File: config.mk
export PLATFORM = sky130hd
export DESIGN_NAME = branch_sequencer
export DESIGN_NICKNAME = d
export VERILOG_FILES = /design/src/rtl/arch_defs_pkg.sv /design/src/rtl/branch_cond_eval.sv /design/src/rtl/branch_sequencer.sv
export SDC_FILE = /design/constraint.sdc
export NUM_CORES = 1
export LEC_CHECK = 0
export CAP_MARGIN = 20
export CORE_MARGIN = 10
export CORE_UTILIZATION = 50
export DETAILED_ROUTE_END_ITERATION = 8
export GPL_TIMING_DRIVEN = 0
export PLACE_DENSITY = 0.76
export SYNTH_ARGS = -nofsm -noshare
export SYNTH_HDL_FRONTEND = slang
export SYNTH_SLANG_ARGS = --single-unit
File: constraint.sdc
create_clock -name clk -period 2.3 [get_ports clk]
set_input_delay 0.46 -clock clk [delete_from_list [all_inputs] [get_ports clk]]
set_output_delay 0.46 -clock clk [all_outputs]
set_load 0.02 [all_outputs]
File: src/rtl/arch_defs_pkg.sv
// Shared architecture definitions: flag bit positions, branch condition codes
// and the branch sequencer state encoding.
package arch_defs_pkg;

   localparam int unsigned FLAG_Z = 0;
   localparam int unsigned FLAG_N = 1;
   localparam int unsigned FLAG_C = 2;
   localparam int unsigned FLAG_V = 3;

   typedef enum logic [3:0] {
      COND_ALWAYS = 4'd0,
      COND_Z      = 4'd1,
      COND_NZ     = 4'd2,
      COND_N      = 4'd3,
      COND_NN     = 4'd4,
      COND_C      = 4'd5,
      COND_NC     = 4'd6,
      COND_V      = 4'd7,
      COND_NV     = 4'd8
   } cond_code_t;

   typedef enum logic [1:0] {
      StIdle,
      StFetchLo,
      StFetchHi,
      StExec
   } branch_state_t;

endpackage

File: src/rtl/branch_cond_eval.sv
// Combinational branch condition evaluator: condition code plus flag snapshot
// gives the taken decision. Codes 9-15 are reserved and never taken.
module branch_cond_eval
   import arch_defs_pkg::*;
#(
   parameter int unsigned NUM_FLAGS = 4
) (
   input  logic [3:0]           cond_sel_i,
   input  logic [NUM_FLAGS-1:0] flags_i,
   output logic                 taken_o
);

   always_comb begin
      taken_o = 1'b0;
      case (cond_code_t'(cond_sel_i))
         COND_ALWAYS: taken_o = 1'b1;
         COND_Z:      taken_o = flags_i[FLAG_Z];
         COND_NZ:     taken_o = ~flags_i[FLAG_Z];
         COND_N:      taken_o = flags_i[FLAG_N];
         COND_NN:     taken_o = ~flags_i[FLAG_N];
         COND_C:      taken_o = flags_i[FLAG_C];
         COND_NC:     taken_o = ~flags_i[FLAG_C];
         COND_V:      taken_o = flags_i[FLAG_V];
         COND_NV:     taken_o = ~flags_i[FLAG_V];
         default:     taken_o = 1'b0;
      endcase
   end

endmodule

File: src/rtl/branch_sequencer.sv
// Program counter owner and branch executor: fetches one or two operand bytes,
// evaluates the latched condition and loads an absolute or PC-relative target.
module branch_sequencer
   import arch_defs_pkg::*;
#(
   parameter int unsigned           ADDR_WIDTH   = 16,
   parameter int unsigned           DATA_WIDTH   = 8,
   parameter int unsigned           NUM_FLAGS    = 4,
   parameter logic [ADDR_WIDTH-1:0] RESET_VECTOR = 16'hF000
) (
   input  logic                  clk,
   input  logic                  reset,
   input  logic                  start,
   input  logic [3:0]            cond_sel,
   input  logic                  rel_mode,
   input  logic [NUM_FLAGS-1:0]  flags_i,
   input  logic                  pc_inc_i,
   input  logic [DATA_WIDTH-1:0] mem_data_i,
   input  logic                  mem_valid_i,
   output logic                  mem_req_o,
   output logic [ADDR_WIDTH-1:0] pc_o,
   output logic                  busy_o,
   output logic                  done_o,
   output logic                  taken_o
);

   localparam logic [ADDR_WIDTH-1:0] PcOne = ADDR_WIDTH'(1);

   branch_state_t         state_q, state_d;
   logic [ADDR_WIDTH-1:0] pc_q, pc_d;
   logic [3:0]            cond_q, cond_d;
   logic                  rel_q, rel_d;
   logic [NUM_FLAGS-1:0]  flags_q, flags_d;
   logic [DATA_WIDTH-1:0] temp_lo_q, temp_lo_d;
   logic [DATA_WIDTH-1:0] temp_hi_q, temp_hi_d;
   logic                  mem_req_q, mem_req_d;
   logic                  done_q, done_d;
   logic                  taken_q, taken_d;
   logic                  cond_taken;
   logic [ADDR_WIDTH-1:0] rel_offset;
   logic [ADDR_WIDTH-1:0] abs_target;

   branch_cond_eval #(
      .NUM_FLAGS (NUM_FLAGS)
   ) u_cond_eval (
      .cond_sel_i (cond_q),
      .flags_i    (flags_q),
      .taken_o    (cond_taken)
   );

   assign rel_offset = {{(ADDR_WIDTH-DATA_WIDTH){temp_lo_q[DATA_WIDTH-1]}}, temp_lo_q};
   assign abs_target = ADDR_WIDTH'({temp_hi_q, temp_lo_q});

   always_comb begin
      state_d   = state_q;
      pc_d      = pc_q;
      cond_d    = cond_q;
      rel_d     = rel_q;
      flags_d   = flags_q;
      temp_lo_d = temp_lo_q;
      temp_hi_d = temp_hi_q;
      done_d    = 1'b0;
      taken_d   = 1'b0;
      unique case (state_q)
         StIdle: begin
            // start has priority: the PC already points at the first operand
            if (start) begin
               cond_d  = cond_sel;
               rel_d   = rel_mode;
               flags_d = flags_i;
               state_d = StFetchLo;
            end else if (pc_inc_i) begin
               pc_d = pc_q + PcOne;
            end
         end
         StFetchLo: begin
            if (mem_valid_i) begin
               temp_lo_d = mem_data_i;
               pc_d      = pc_q + PcOne;
               state_d   = rel_q ? StExec : StFetchHi;
            end
         end
         StFetchHi: begin
            if (mem_valid_i) begin
               temp_hi_d = mem_data_i;
               pc_d      = pc_q + PcOne;
               state_d   = StExec;
            end
         end
         StExec: begin
            if (cond_taken) begin
               pc_d = rel_q ? (pc_q + rel_offset) : abs_target;
            end
            done_d  = 1'b1;
            taken_d = cond_taken;
            state_d = StIdle;
         end
         default: state_d = StIdle;
      endcase
      mem_req_d = (state_d == StFetchLo) || (state_d == StFetchHi);
   end

   always_ff @(posedge clk or negedge reset) begin
      if (!reset) begin
         state_q   <= StIdle;
         pc_q      <= RESET_VECTOR;
         cond_q    <= '0;
         rel_q     <= 1'b0;
         flags_q   <= '0;
         temp_lo_q <= '0;
         temp_hi_q <= '0;
         mem_req_q <= 1'b0;
         done_q    <= 1'b0;
         taken_q   <= 1'b0;
      end else begin
         state_q   <= state_d;
         pc_q      <= pc_d;
         cond_q    <= cond_d;
         rel_q     <= rel_d;
         flags_q   <= flags_d;
         temp_lo_q <= temp_lo_d;
         temp_hi_q <= temp_hi_d;
         mem_req_q <= mem_req_d;
         done_q    <= done_d;
         taken_q   <= taken_d;
      end
   end

   assign mem_req_o = mem_req_q;
   assign pc_o      = pc_q;
   assign busy_o    = (state_q != StIdle);
   assign done_o    = done_q;
   assign taken_o   = taken_q;

endmodule
; ---- Yosys cells after proc, flatten, opt, wreduce, memory -nomap -nowiden
; Cells that the tools add are included.
; Widths: inputs -> output; s select.
[word_totals]
ff_bits = 46
latch_bits = 0
mem_bits_rw = 0
rom_bits = 0
input_bits = 22
output_inout_bits = 20
word_cells = 56
memories = 0
[op_classes]
addsub = 2
multipliers = 0
div_mod_pow = 0
magnitude_cmp = 0
eq_ne = 17
n_shift = 0
muxes = 14
n_bitwise = 4
reduce_logical = 9
[ops]
columns = cell, n
row1 = $mux 16, 5
row2 = $pmux 16 s3, 1
row3 = $add 16x1->16 const B, 1
row4 = $add 16x16->16, 1
row5 = $eq 4x3->1 const B, 4
row6 = $pmux 1 s9, 1
row7 = $eq 4x2->1 const B, 2
row8 = $pmux 2 s4, 1
row9 = $eq 2x2->1 const B, 3
row10 = $mux 2, 3
row11 = $ne 2x2->1 const B, 3
row12 = $reduce_and 2->1, 3
row13 = $eq 2x1->1 const B, 2
row14 = $eq 4x1->1 const B, 1
row15 = $eq 4x4->1 const B, 1
row16 = $logic_not 4->1, 1
row17 = $not 1->1, 4
row18 = $reduce_and 4->1, 1
row19 = $mux 1, 3
row20 = $logic_not 2->1, 1
row21 = $ne 2x1->1 const B, 1
row22 = $reduce_bool 2->1, 1
row23 = $reduce_or 2->1, 1
row24 = $logic_or 1x1->1, 1

; ---- Longest topological paths before layout
; Gate-level depths: netlist of run 1.
[logic_depth]
depth_word = 5
ltp_mapped = 8
ltp_nobuf = 8

; ---- By module
; From an unflattened synthesis of run 1, not the netlist that was laid out.
[unflattened]
hier_cells = 345
area_unflattened_um2 = 3280.6
[by_module_without_submodules]
columns = mod, instances, cells_per_inst, area_per_inst_um2, seq_area_each_um2
row1 = branch_sequencer, 1, 337, 3205.6, 1156.1
row2 = branch_cond_eval, 1, 8, 75.1, 0.0

; ---- Least setup slack after synthesis of run 1
; OpenSTA, ideal clock, no wires.
[synth_path]
kind = register to register
startpoint = reg pc_q[0] (netlist: pc_o[0])
endpoint = reg pc_q[8] (netlist: pc_o[8])
setup_ns = 0.126
t_arrival_ns = 2.383
required_ns = 2.174
slack_ns = -0.209
stages_incl_launch_ff = 9
path_buffers = 0
period_less_slack_ns = 2.509
path_cell_list = dfrtp_1 -> ha_1 -> fa_1 -> a211oi_1 -> o21ai_0 -> a31oi_1 -> xor2_1 -> nor3b_1 -> o32a_1
[synth_via]
elab_chain_cells = 4
elab_cells_between_ends = 8
classes_between = 2 x add/sub / 6 x mux
[synth_rtl]
columns = item, line_no
row1 = from (decl), branch_sequencer.sv:30  ; logic [ADDR_WIDTH-1:0] pc_q, pc_d;
row2 = from (signal assigned), branch_sequencer.sv:117  ; pc_q <= pc_d;
row3 = $add 16x16->16 / $add 16x1->16 (equally long branches), -
row4 = "$mux 16, on equally long branches", "branch_sequencer.sv:92, branch_sequencer.sv:72"
row5 = "$mux 16, on equally long branches", "branch_sequencer.sv:91, branch_sequencer.sv:67"
row6 = $pmux 16 s3 *, branch_sequencer.sv:64  ; unique case (state_q)
; Every way passes the cells marked *; elsewhere a longest branch is shown, timed or not. The select of a mux whose other input is x is not followed.
; A chain may end at the register's enable or synchronous reset.

; ---- Final worst setup path of run 1
[layout_path]
startpoint = reg pc_q[0] (netlist: pc_o[0])
endpoint = reg pc_q[12] (netlist: pc_o[12])
; Same word-level chain as after synthesis.

==> results of run 1 <==
critical path, stage by stage (launching register included):
cell and delay [ns]:
sky130_fd_sc_hd__dfrtp_2 0.44, sky130_fd_sc_hd__ha_4 0.18, sky130_fd_sc_hd__fa_2 0.36, sky130_fd_sc_hd__a211oi_2 0.25
sky130_fd_sc_hd__o21ai_2 0.14, sky130_fd_sc_hd__a311oi_2 0.30, sky130_fd_sc_hd__o21bai_1 0.12, sky130_fd_sc_hd__xor2_1 0.30
sky130_fd_sc_hd__o22a_1 0.19
flip-flops by register name, summed over array words and instances (netlist names):
signal     count
cond_q         4
done_o         1
flags_q        4
mem_req_o      1
pc_o          16
rel_q          1
state_q        2
taken_o        1
temp_hi_q      8
temp_lo_q      8
how the worst min path moves through the flow:
stage,end,start,cells after the start
global placement,temp_hi_q[1],temp_hi_q[1],1
global route,cond_q[0],reset,1
detailed placement,cond_q[0],reset,1
CTS,cond_q[0],reset,1
finish,cond_q[0],reset,1
floorplan,cond_q[0],reset,0
cells in the mapped netlist, drive strengths merged (6+ instances only):
cell / count
dfrtp: 42
nand2: 32
mux2: 29
nor2: 27
o21ai: 23
ha: 22
a21oi: 20
nand3: 11
a21o: 10
inv: 10
nor3: 8
xnor2: 8
a211oi: 7
and3: 7
mux2i: 6
o22ai: 6
cell families (layout without fill, tap and decap cells):
kind of cell             after synthesis  after routing  synth area share, %
AND/OR/NAND/NOR                      108            108                15.90
AO/OA/AOI/OAI                        101            101                21.40
flip-flops                            46             46                35.83
multiplexers                          35             35                12.10
adder cells (fa/ha/maj)               23             23                9.151
buffers and inverters                 16             74                2.094
XOR/XNOR                              13             13                3.529
per-layer routing:
layer	vias to the layer above	part of all wire, %	global-route usage (%)
met5	-	0	0
met4	0	2.6	5.217
met3	26	8.3	3.984
met2	142	47	28.09
met1	1415	42	22.27
li1	1408	-	-
where the power goes:
| group | switching (mW) | internal (mW) |
|---|---|---|
| Sequential | 0.516 | 1.23 |
| Combinational | 2.58 | 2.15 |
| Clock | 0.288 | 0.276 |
through the flow:
step / area (sq um) / instances / setup WS [ns] / TNS [ns] / utilization [%]
floorplan: 3238 / 342 / 0.02634 / 0 / -
finish: 4011 / 477 / -0.03440 / -0.03440 / 63.54
detailed placement: 3760 / 461 / -0.3066 / -1.135 / 59.55
CTS: 3925 / 473 / 0.005056 / 0 / 62.17
global route: 4011 / 477 / -0.1522 / -0.3069 / 63.54
global placement: 3745 / 460 / -0.6044 / -19.75 / 59.31
repair_timing:
action | CTS | global route
cloned | 0 | 0
buffers inserted | 4 | 4
resized for setup | 5 | 12
pin swaps | 5 | 4
endpoints found under the setup margin | 7 | 10
hold buffers | 0 | 0
layout make-up:
cell class	instances	share of cell area, %
Buffer	6	0.7486
Clock buffer	7	2.402
Clock inverter	1	0.2183
Inverter	10	0.9357
Multi-Input combinational cell	280	51.93
Sequential cell	46	28.88
Tap cell	77	2.402
Timing Repair Buffer	50	12.48
==> results by stage, run 1 <==
Timing:
- The minimum setup slack in the final design is -0.03440 ns.
- The portion of the clock cycle consumed by the worst path in the final layout is 101.5%.
- Setup repair after global routing could not meet its margin everywhere.
- The number of max-slew violations in the final report is 0.
- The worst clock skew is 0.001931 ns.
- The worst slew slack as a fraction of its limit is 62.84%.
- The highest clock rate is 428.4 MHz.
- For the pin with the worst max-slew slack, the measured transition is 0.5574 ns.
- The number of setup violations in the final report is 1.
- The count of final hold-check violations is 0.
- The post-route worst hold slack is 0.05527 ns.
- The minimum clock period after layout is 2.334 ns.

Power and ir drop:
- The total power of the final layout is 7.033 mW.
- VDD sags by at most 915.5 uV.
- For this design the static power due to leakage is 1.684 nW.
- The power per cell area is 1753 nW/um^2.

Clock tree:
- The clock tree synthesis step divided the H-tree into 2 levels.
- The number of buffers on the longest clock path is 2.
- The clock-pin transition on the worst setup and hold timing paths is 0.09 ns.
- The clock root buffer is sky130_fd_sc_hd__clkbuf_8.
- TritonCTS built the clock tree.
- The TritonCTS buffer count is 5.
- The latest clock arrival within the worst-skew pair is 0.30 ns.
- The clock sink count is 46.

Yosys:
- Sorting the synthesized cells by area gives the leading types as sky130_fd_sc_hd__dfrtp_1, sky130_fd_sc_hd__mux2_2, sky130_fd_sc_hd__ha_1.
- The share of Yosys cell area claimed by the top area cell type is 32.57%.
- Counting flops and latches in the post-synthesis netlist gives 46.
- Synthesis produced a netlist whose cell count is 342.
- The average size of a mapped cell is 9.435 sq um.
- The count of unique library cells instantiated by Yosys is 57.
- The largest area contributor in the netlist is sky130_fd_sc_hd__dfrtp_1.
- During synthesis, Yosys emitted a total of 0 warnings.
- The netlist area before placement is 3227 sq um.
- The synthesized design contains 0 enable-type register cells.
- The synthesized net count is 387.
- Sequential cells were found to cover 35.83% of the synthesized design area.
- The async set-reset flop share out of synthesis is 100.0%.
- The prevailing post-synth register cell is sky130_fd_sc_hd__dfrtp_1.

Cells and area:
- Counting the fill cells in the layout gives 546.
- The net count of the finished layout is 444.
- The sequential cells in the finished layout cover a total of 1159 sq um.
- The antenna diode count is 0.
- The area taken by multi-input logic gates is 2083 sq um.
- The top cell types in the final layout, fill and taps aside, are sky130_fd_sc_hd__dfrtp_1, sky130_fd_sc_hd__clkdlybuf4s50_1, sky130_fd_sc_hd__nand2_1, sky130_fd_sc_hd__mux2_2, sky130_fd_sc_hd__nor2_1.
- Cells with a size suffix above 1 make up 18.50% of the layout.
- The library cell used most frequently in the layout, excluding fill and tap cells, is sky130_fd_sc_hd__dfrtp_1.
- Compared with the post-synthesis result, the final layout area differs by 24.31%.

Setup path:
- The capture point of the worst path is pc_o[12].
- The depth of the most critical reg-to-reg path is 8.
- The endpoint kind of the worst setup timing path is a flip-flop.
- The launching point of the worst reg2reg path is pc_o[0].
- Along the worst path, the maximum fanout reaches 4.
- Setup slack on the worst reg-to-reg path comes out at -0.03 ns.
- The worst reg2reg path endpoint is pc_o[12].
- The category of the most critical setup path is flip-flop to flip-flop.
- The startpoint of the most critical setup path is pc_o[0].
- The required time reported for the critical path endpoint is 2.55 ns.
- Data on the critical path arrives at its endpoint at 2.59 ns.
- The startpoint type of the worst setup path is a flip-flop.

Drt:
- In the routed design, unresolved DRC markers number 0.
- Before antenna repair, the detailed router went through 5 iterations.
- Dividing the detail-routed wire length by the instance count gives 18.58 microns.
- After the first detailed-routing iteration, the DRC count stood at 300.
- The detail route stage leaves a number of antenna-violating nets equal to 0.
- For this block, the routed nets add up to 8862 microns of wire.
- The via density per instance is 6.270.
- The via count is 2991.

Placement:
- The count of port buffers added during placement is 41.
- The congestion estimate from routability-driven global placement came to 0.9266.
- Summed over all nets, the half-perimeter wirelength after detailed placement is 6540 microns.

Floorplanning:
- The floorplan die height is 100.3 microns.
- The area of the core is 6314 sq um.
- The standard-cell row count is 29.
- Once the floorplan was initialized, standard cells occupied 51.11% of the core.
- The die covers 10070 sq um.
- For this design the top-level I/O count stands at 42.
- The width of the die is 100.3 microns.

Global route:
- The wire length of the first global-routing pass is 14430 microns.
- The maximum number of pins on one net before global-route repair is 32.
- The number of global-route vias before repair is 2925.
- The total routing resource utilization after global routing is 17.30%.
- The number of antenna violations at the first check in global routing is 0.
- For this run the aggregate overflow at the end of global routing stands at 0.

Outcome:
- The flow ran to the end, but the final reports show violations.
- The final reports fail on negative setup slack.

Flow run:
- The reported max-cap violation count is 0.

Hold path:
- The class of the tightest hold or removal check is input pin to async pin.
No activity file was read; power rests on OpenSTA's default activity.
==> inputs of run 2 (changes only) <==
--- a/config.mk
+++ b/config.mk
@@ -11,6 +11,7 @@
 export DETAILED_ROUTE_END_ITERATION = 8
 export GPL_TIMING_DRIVEN = 0
 export PLACE_DENSITY = 0.76
+export SETUP_SLACK_MARGIN = 0.15
 export SYNTH_ARGS = -nofsm -noshare
 export SYNTH_HDL_FRONTEND = slang
 export SYNTH_SLANG_ARGS = --single-unit
==> run 2 against run 1 <==
Non-clock buffer count increased by 6. Clock power is 12% lower. First-iteration DRC count is 29% lower. Setup slack improved by 0.089 ns. Sequential power hardly changed. Critical path depth rose by 1. Critical endpoint is now pc_o[6]. Worst hold slack better by 0.017 ns. Via count increased by 1.8%. Cell area grew 4.1%. Total power rose by 6.2%. Combinational power is 9.9% higher. The flow now finishes without violations.
==> results by stage, run 2 (synthesis results as in run 1) <==
Outcome:
- Run status: finished, final reports clean (was complete, but fails checks).

Placement:
- The half-perimeter wire length of the detailed placement result is 6665 microns (was 6540 microns).
- The weighted congestion reported at the end of routability-driven placement is 0.9330 (was 0.9266).
- The count of port buffers added during placement is 41 (unchanged).
- The post-placement worst setup slack is -0.2970 ns (was -0.3066 ns).
- The instance area at placement is 3774 sq um (was 3760 sq um).

Setup path:
- The endpoint kind of the worst setup timing path is a flip-flop (unchanged).
- The slack of the worst reg-to-reg path came to 0.06 ns (was -0.03 ns).
- The startpoint type of the worst setup path is a flip-flop (unchanged).
- The worst-path maximum fanout was 2 (was 4).
- Crit path cell chain: ha_4 -> fa_2 -> a211oi_4 -> buf_4 -> o21bai_1 -> a21o_1 -> xnor2_1 -> a21oi_1 -> o22a_1 (was ha_4 -> fa_2 -> a211oi_2 -> o21ai_2 -> a311oi_2 -> o21bai_1 -> xor2_1 -> o22a_1).
- The count of buffer and inverter cells on the critical path was 1 (was 0).
- The required time reported for the critical path endpoint is 2.50 ns (was 2.55 ns).
- The slowest cell on the critical path is sky130_fd_sc_hd__dfrtp_1 (was sky130_fd_sc_hd__dfrtp_2).
- The category of cells accounting for the largest share of critical-path delay is compound AO/OA/AOI/OAI gates (unchanged).
- The data arrival time of the critical path was 2.44 ns (was 2.59 ns).
- The highest cell delay on the worst timing path is 0.42 ns (was 0.44 ns).
- The category of the most critical setup path is flip-flop to flip-flop (unchanged).

Timing:
- The minimum clock period after layout is 2.245 ns (was 2.334 ns).
- The count of final hold-check violations was 0 (unchanged).
- RSZ-0062 raised after global routing: true (unchanged).
- The setup TNS after final layout is 0 ns (was -0.03440 ns).
- The portion of the clock cycle consumed by the worst path in the final layout is 97.61% (was 101.5%).
- The transition time at the pin with the least slew margin came to 0.5313 ns (was 0.5574 ns).
- The highest clock rate is 445.4 MHz (was 428.4 MHz).
- The worst slew slack as a fraction of its limit is 64.56% (was 62.84%).
- The minimum setup slack in the final design is 0.05502 ns (was -0.03440 ns).
- The number of max-slew violations in the final report is 0 (unchanged).
- The post-route worst hold slack is 0.07221 ns (was 0.05527 ns).
- The worst clock skew is 0.005534 ns (was 0.001931 ns).
- The number of setup violations in the final report is 0 (was 1).

Power and ir drop:
- The maximum vdd ir drop is 929.1 uV (was 915.5 uV).
- The power per cell area is 1789 nW/um^2 (was 1753 nW/um^2).
- The leakage dissipation came to 1.707 nW (was 1.684 nW).

Global route:
- The number of global-route vias before repair is 3002 (was 2925).
- The total routing resource utilization after global routing is 17.36% (was 17.30%).
- The total global routing overflow was 0 (unchanged).
- The maximum number of pins on one net before global-route repair was 31 (was 32).
- The number of antenna violations at the first check in global routing is 0 (unchanged).
- The wire length of the first global-routing pass came to 14410 microns (was 14430 microns).

Drt:
- The total wire length was 9245 microns (was 8862 microns).
- The via count was 3046 (was 2991).
- The iteration count of the initial detailed-routing pass is 7 (was 5).
- The detailed-route DRC error count was 0 (unchanged).
- The number of DRC violations after detailed-routing iteration 0 is 212 (was 300).
- The number of nets with antenna violations after detailed routing is 0 (unchanged).
- The via density per instance is 6.306 (was 6.270).
- The average wire per standard cell is 19.14 microns (was 18.58 microns).

Cells and area:
- The filler cell count was 515 (was 546).
- The most common cell after layout, fill and taps aside is sky130_fd_sc_hd__clkdlybuf4s50_1 (was sky130_fd_sc_hd__dfrtp_1).
- The layout cell share with drive strength beyond 1 is 23.89% (was 18.50%).
- The flip-flop count of the largest register after layout is 16 (unchanged).
- The antenna diode count is 0 (unchanged).
- The area taken by multi-input logic gates is 2217 sq um (was 2083 sq um).
- The layout overhead on the synthesized area is 29.39% (was 24.31%).
- The layout net count is 450 (was 444).
- The utilization after layout is 66.13% (was 63.54%).
- Highest-count cells in the layout ignoring fill and taps: sky130_fd_sc_hd__clkdlybuf4s50_1, sky130_fd_sc_hd__dfrtp_1, sky130_fd_sc_hd__nand2_1, sky130_fd_sc_hd__mux2_2, sky130_fd_sc_hd__nor2_1 (was sky130_fd_sc_hd__dfrtp_1, sky130_fd_sc_hd__clkdlybuf4s50_1, sky130_fd_sc_hd__nand2_1, sky130_fd_sc_hd__mux2_2, sky130_fd_sc_hd__nor2_1).
- The area of all sequential standard cells was 1164 sq um (was 1159 sq um).
- The final non-filler cell area is 4175 sq um (was 4011 sq um).

Clock tree:
- The count of H-tree levels built during CTS is 2 (unchanged).
- The latest clock arrival within the worst-skew pair was 0.30 ns (about the same).
- The clock sink count was 46 (unchanged).
- The CTS tree is built (unchanged).
- The clock root buffer is sky130_fd_sc_hd__clkbuf_8 (unchanged).
- The TritonCTS buffer count is 5 (unchanged).
- The clock-pin transition on the worst setup and hold timing paths came to 0.09 ns (about the same).
- The number of buffers on the longest clock path is 2 (unchanged).

Floorplanning:
- The die outline area was 10070 sq um (unchanged).
- The area of the core is 6314 sq um (unchanged).
- The standard-cell row count was 29 (unchanged).
- The floorplan die height is 100.3 microns (unchanged).
- The number of primary I/O pins came to 42 (unchanged).
- The width of the die is 100.3 microns (unchanged).
- The initial core utilization is 51.11% (unchanged).

Hold path:
- The class of the tightest hold or removal check is input pin to async pin (unchanged).

Flow run:
- The reported max-cap violation count was 0 (unchanged).
==> run 2: repair_timing <==
action                     in CTS  in global routing
setup buffers                   8                  6
gates resized for setup        12                 30
hold buffers                    0                  0
setup endpoints to repair      17                 16
pin swaps                       9                  8
==> run 2: path summary, 6_finish.rpt <==
check                             start           end  cells past startpoint
min                               reset     cond_q[1]                      1
max                        temp_lo_q[0]       pc_o[6]                      9
min reg2reg                temp_hi_q[1]  temp_hi_q[1]                      1
max in group asynchronous         reset      pc_o[12]                      2
min in group clk           temp_hi_q[1]  temp_hi_q[1]                      1
max reg2reg                temp_lo_q[0]       pc_o[6]                      9
==> run 2: through the flow <==
step,std cells,power [mW]
after floorplan,342,4.733
after CTS,477,6.699
final,483,7.471
after global routing,483,7.987
after global placement,460,5.843
after detailed placement,461,5.972
==> run 2: report_power, final <==
group | total, mW | internal [mW] | switching (mW)
sequential | 1.77 | 1.23 | 0.537
combinational | 5.20 | 2.42 | 2.78
clock | 0.497 | 0.215 | 0.282
total | 7.47 | 3.87 | 3.60
==> run 2: per-layer routing <==
layer  track usage [%]  share of wire (%)  vias up
met5                 0                  0        -
met4             5.652                2.2        0
met3             3.434                6.4       23
met2             29.28                 50      132
met1             21.61                 41     1479
li1                  -                  -     1412
==> run 2: area by class of cell <==
| cell class | count | share of cell area (%) |
|---|---|---|
| sequential | 46 | 27.87 |
| timing repair buffer | 56 | 12.98 |
| inverter | 10 | 0.8990 |
| tap | 77 | 2.307 |
| clock inverter | 2 | 0.3296 |
| buffer | 6 | 0.7791 |
| multi-input combinational | 280 | 53.10 |
| clock buffer | 6 | 1.738 |
